**src/rtl/alu_share_arbiter.sv**
```systemverilog
// Round-robin arbiter sharing one bitwise ALU between two requesters.
// Optional ALU_ARB_ZERO_FLAG_EN adds a registered resp_zero flag.
//
// state | meaning
// IDLE  | waiting for a request; grants the winner combinationally
// EXEC  | latched operands drive the ALU; result captured at cycle end
// RESP  | result presented to the owner until it asserts resp_ready
module alu_share_arbiter #(
   parameter int WIDTH = 4
) (
   input  logic             clk,
   input  logic             rst,
   input  logic             r0_req_valid,
   output logic             r0_req_ready,
   input  logic [1:0]       r0_req_op,
   input  logic [WIDTH-1:0] r0_req_a,
   input  logic [WIDTH-1:0] r0_req_b,
   output logic             r0_resp_valid,
   input  logic             r0_resp_ready,
   output logic [WIDTH-1:0] r0_resp_data,
   input  logic             r1_req_valid,
   output logic             r1_req_ready,
   input  logic [1:0]       r1_req_op,
   input  logic [WIDTH-1:0] r1_req_a,
   input  logic [WIDTH-1:0] r1_req_b,
   output logic             r1_resp_valid,
   input  logic             r1_resp_ready,
   output logic [WIDTH-1:0] r1_resp_data,
   output logic [1:0]       alu_op,
   output logic [WIDTH-1:0] alu_a,
   output logic [WIDTH-1:0] alu_b,
`ifdef ALU_ARB_ZERO_FLAG_EN
   output logic             resp_zero,
`endif
   input  logic [WIDTH-1:0] alu_result
);

   typedef enum logic [1:0] {IDLE, EXEC, RESP} state_t;

   state_t           state_q, state_d;
   logic             prio_q, owner_q;
   logic [1:0]       op_q;
   logic [WIDTH-1:0] a_q, b_q, result_q;
   logic             grant0, grant1, owner_ready, handshake;

   // prio_q == 0 favours requester 0 when both are valid
   assign grant0      = r0_req_valid && (!r1_req_valid || !prio_q);
   assign grant1      = r1_req_valid && (!r0_req_valid || prio_q);
   assign owner_ready = owner_q ? r1_resp_ready : r0_resp_ready;
   assign handshake   = r0_req_ready || r1_req_ready;

   always_comb begin
      state_d      = state_q;
      r0_req_ready = 1'b0;
      r1_req_ready = 1'b0;
      case (state_q)
         IDLE: begin
            r0_req_ready = grant0;
            r1_req_ready = grant1;
            if (grant0 || grant1) state_d = EXEC;
         end
         EXEC:    state_d = RESP;
         RESP:    if (owner_ready) state_d = IDLE;
         default: state_d = IDLE;
      endcase
   end

   always_ff @(posedge clk or posedge rst) begin
      if (rst) begin
         state_q  <= IDLE;
         prio_q   <= 1'b0;
         owner_q  <= 1'b0;
         op_q     <= 2'b00;
         a_q      <= '0;
         b_q      <= '0;
         result_q <= '0;
      end else begin
         state_q <= state_d;
         if (handshake) begin
            owner_q <= r1_req_ready;
            prio_q  <= !r1_req_ready;
            op_q    <= r1_req_ready ? r1_req_op : r0_req_op;
            a_q     <= r1_req_ready ? r1_req_a  : r0_req_a;
            b_q     <= r1_req_ready ? r1_req_b  : r0_req_b;
         end
         if (state_q == EXEC) result_q <= alu_result;
      end
   end

   // Operand registers only change on a handshake, so the ALU inputs stay quiet when idle
   assign alu_op = op_q;
   assign alu_a  = a_q;
   assign alu_b  = b_q;

   assign r0_resp_valid = (state_q == RESP) && !owner_q;
   assign r1_resp_valid = (state_q == RESP) &&  owner_q;
   assign r0_resp_data  = r0_resp_valid ? result_q : '0;
   assign r1_resp_data  = r1_resp_valid ? result_q : '0;

`ifdef ALU_ARB_ZERO_FLAG_EN
   logic zero_q;

   always_ff @(posedge clk or posedge rst) begin
      if (rst) begin
         zero_q <= 1'b0;
      end else if (state_q == EXEC) begin
         zero_q <= (alu_result == '0);
      end
   end

   assign resp_zero = zero_q && (r0_resp_valid || r1_resp_valid);
`endif

endmodule

```
**config.mk**
```make
export PLATFORM = sky130hd
export DESIGN_NAME = alu_share_arbiter
export DESIGN_NICKNAME = d
export VERILOG_FILES = /design/src/rtl/alu_share_arbiter.sv
export SDC_FILE = /design/constraint.sdc
export NUM_CORES = 1
export LEC_CHECK = 0
export CAP_MARGIN = 20
export CORE_ASPECT_RATIO = 1.75
export CORE_UTILIZATION = 35
export DETAILED_ROUTE_END_ITERATION = 7
export PLACE_DENSITY = 0.86
export SKIP_CTS_REPAIR_TIMING = 1
export SLEW_MARGIN = 20
export SYNTH_ARGS = -nofsm -noshare
export SYNTH_HDL_FRONTEND = slang
export SYNTH_SLANG_ARGS = --single-unit
export TNS_END_PERCENT = 30
```
**constraint.sdc**
```tcl
create_clock -name clk -period 1.3 [get_ports clk]
set_input_delay 0.195 -clock clk [delete_from_list [all_inputs] [get_ports clk]]
set_output_delay 0.195 -clock clk [all_outputs]
set_load 0.05 [all_outputs]
```
==> Word-level counts from Yosys, hierarchy flattened <==
Cells that the tools add are included.
{ "word_totals": {"mem_bits_rw": 0, "n_memories": 0, "rom_bits": 0, "in_bits": 30, "latchBits": 0, "ff_bits": 18, "output_inout_bits": 22} }
{ "op_classes": {"n_mux": 11, "n_eq_ne": 4, "bitwise": 0, "shift": 0, "n_reduce_logical": 15, "n_div": 0, "multipliers": 0, "addsub": 0, "n_lt_le_gt_ge": 0} }
{ "op_table": {"columns": ["op", "n"], "rows": [
  ["$mux 4", 4],
  ["$mux 2", 3],
  ["$pmux 2 s3", 1],
  ["$logic_not 1->1", 5],
  ["$logic_and 1x1->1", 4],
  ["$logic_or 1x1->1", 4],
  ["$ne 2x2->1 const B", 2],
  ["$mux 1", 3],
  ["$eq 2x1->1 const B", 1],
  ["$eq 2x2->1 const B", 1],
  ["$logic_not 2->1", 1],
  ["$reduce_and 2->1", 1]
]} }

==> Depth between registers and ports, before layout <==
{ "logic_depth": {"ltp_word": 6, "ltp_mapped": 4} }

==> Worst setup path after synthesis <==
No wires, ideal clock.
{ "synth_timing": {"path_kind": "flip-flop to output port", "start": "register state_q[0]", "end": "output r1_resp_data[0]", "slack_ps": -745, "path_buffers": 0, "arrival_time_ps": 1850, "path_stages_with_launch": 4, "path_cell_list": "dfrtp_1 -> nand2b_1 -> nor2_1 -> and2_1"} }
{ "synth_between": {"elab_chain_len": 3} }
{ "synth_lines": {"columns": ["item", "line_no", "rtl"], "rows": [
  ["start: declaration", "40", "state_t state_q, state_d;"],
  ["start signal: assignment", "78", "state_q <= state_d;"],
  ["$eq 2x2->1", "96", "assign r1_resp_valid = (state_q == RESP) && owner_q;"],
  ["$logic_and 1x1->1", "96", null],
  ["named net r1_resp_valid", "26", "output logic r1_resp_valid,"],
  ["$mux 4", "98", "assign r1_resp_data = r1_resp_valid ? result_q : '0;"],
  ["end: declaration", "28", "output logic [WIDTH-1:0] r1_resp_data,"]
]} }
The timed path passes the listed nets, and every way through them passes these cells.

==> Worst setup path in the final report <==
{ "layout_timing": {"start": "register state_q[0]", "end": "output r0_resp_data[0]"} }
{ "layout_between": {"elab_chain_len": 3} }
{ "layout_lines": {"columns": ["item", "line_no", "rtl"], "rows": [
  ["$eq 2x2->1", "95", "assign r0_resp_valid = (state_q == RESP) && !owner_q;"],
  ["$logic_and 1x1->1", "95", null],
  ["$mux 4", "97", "assign r0_resp_data = r0_resp_valid ? result_q : '0;"],
  ["end: declaration", "20", "output logic [WIDTH-1:0] r0_resp_data,"]
]} }
No other way between the ends.

==> results_dict.tcl <==
set metrics [dict create \
    outcome "finished, violations left" \
    violations "negative setup slack" \
    rows 25 \
    io_buffers 51 \
    p_per_area_mw_per_mm2 2640 \
    slew_headroom 0.765 \
    io_pins 52 \
    initial_core_util 0.367 \
    synth.yosys.seq_area_share 0.451 \
    drc_errors 0 \
    syn_area_um2 1000 \
    cts_buffer_depth 2 \
    setup_slack_ps -246 \
    core_area_mm2 0.00272 \
    die_y_um 72.7 \
    ant_nets 0 \
    synth_ff_type "dfrtp_1" \
    nets 193 \
    worst_slew_pin_slew_ps 352 \
    critPathLaunchType "register" \
    final_area_mm2 0.00198 \
    path_class "register to output pin" \
    cts_root_buffer "clkbuf_8" \
    ys_async_sr_fraction 1.00 \
    finalHoldViolCount 0 \
    synth.area.top_cells "dfrtp_1 45%, o311ai_2 13%, mux2_2 5.6%" \
    post-route-period-util 1.19 \
    cts_htree_levels 1 \
    cap_violations 0 \
    dp.cells 179 \
    cts_tree "done" \
    synth-seq-cells 18 \
    synth_cell_types 23 \
    rrSetupSlack_ps -90 \
    dieArea_mm2 0.00308 \
    timing.fmax_ghz 0.647 \
    synth-edff-count 0 \
    irDropWorstVdd_v 0.00173 \
    antenna_found_initial 0 \
    grt_usage 0.190 \
    layout_common_cells "28 x clkdlybuf4s50_1, 23 x buf_12, 16 x dfrtp_1" \
    synth_top_cell_area_share 0.451 \
    critPathArrivalTime_ps 1350 \
    p_leak_nw 0.875 \
    fin_crit_ps 1550 \
    via_count 988 \
    tns_ps -2970 \
    crit_path_max_fanout 5 \
    dpl.hpwl_mm 2.19 \
    power_mw 5.22 \
    insertedDiodeCount 0 \
    timing.rr.end "alu_b[1]" \
    critPathCaptureType "output pin" \
    final_layout_size_suffix_gt1_frac 0.463 \
    grt_overflow 0 \
    stdcell_count 189 \
    grt_max_degree 19 \
    critPathLaunch "state_q[0]" \
    place.gp.congestion 0.765 \
    required_ps 1110 \
    clk_pin_slew_ps 70 \
    grt_pass1_wl_mm 4.46 \
    clkSinkCount 18 \
    rsz0062_at_grt "yes" \
    rr_worst_depth 3 \
    viasPerCell 5.23 \
    ys_warn_count 0 \
    die_width_um 42.4 \
    syn_avg_cell_area_um2 10.3 \
    dpl_cell_area_mm2 0.00185 \
    first_iter_violations 24 \
    setup_violations 20 \
    numCtsBuffers 3 \
    hold_class "input pin to async pin" \
    synth_nets 127 \
    wire_per_inst_um 15.6 \
    final_max_slew_viol_count 0 \
    timing.rr.start "state_q[1]" \
    final_common_cell "clkdlybuf4s50_1" \
    grt_pass1_vias 997 \
    finClkSkew_ps 0.522 \
    cp-endpoint "r0_resp_data[0]" \
    firstDrtPassIters 4 \
    wl_mm 2.95 \
    synthCells 97 \
    clock_latency_ps 260 \
    area_delta_synth_final_pct 97.7 \
    synth_top_cell_by_area "dfrtp_1" \
]
cells by family after synthesis:
kind of cell    Yosys count  synth area share
compound gates           23             0.215
simple gates             31             0.176
flops                    18             0.451
buf+inv                  19            0.0914
mux                       6            0.0663
layer usage:
metal,track usage,part of all wire,wire length (um)
met3,0.0223,0.041,122
met1,0.215,0.35,1050
met4,0.0521,0.011,33
met5,0,0,0
met2,0.364,0.59,1750
final cells by class:
class                           count  area, um^2
Clock buffer                        4        55.1
Sequential cell                    18         453
Timing Repair Buffer               66         858
Multi-Input combinational cell     60         524
Tap cell                           27        33.8
Inverter                           14        52.6
Fill cell                         186         744
critical path: stages (launching register included):
cell	delay, ps
dfrtp_2	450
nand2b_4	180
nor2_4	150
and2_4	180
buf_12	130
how the worst min path moves through the flow:
stage	start	endpoint	slack, ps	cells past startpoint
2_1_floorplan	rst	alu_a[0]	130	1
3_3_place_gp	prio_q	prio_q	470	1
3_5_place_dp	prio_q	prio_q	480	1
4_1_cts	rst	result_q[3]	260	3
5_1_grt	rst	result_q[1]	290	3
6_report	rst	result_q[3]	250	3
report_power, final:
group	total [mW]	switching, mW	internal (mW)
clock network	0.468	0.198	0.270
logic	3.56	1.77	1.79
registers	1.19	0.329	0.860
total	5.22	2.29	2.92
state kept, by name (all words and copies together), names as in the netlist:
name,count
alu_a,4
alu_b,4
result_q,4
alu_op,2
state_q,2
owner_q,1
prio_q,1
cells in the mapped netlist (2+ instances only):
cell type  count
dfrtp_1       18
inv_1         14
nand3_1       11
o21ai_0       11
and2_1         8
o311ai_2       8
mux2_2         5
nand2b_1       3
nor2_1         3
buf_6          2
nand2_1        2
stage by stage:
step	util	hold WS (ps)	worst slack, ps
6_report	0.726	251	-246
5_1_grt	0.726	293	-281
4_1_cts	0.699	262	-332
3_5_place_dp	0.679	482	-282
3_3_place_gp	0.679	474	-215
2_1_floorplan	-	134	-123
Power figures use the tool's default switching activity.
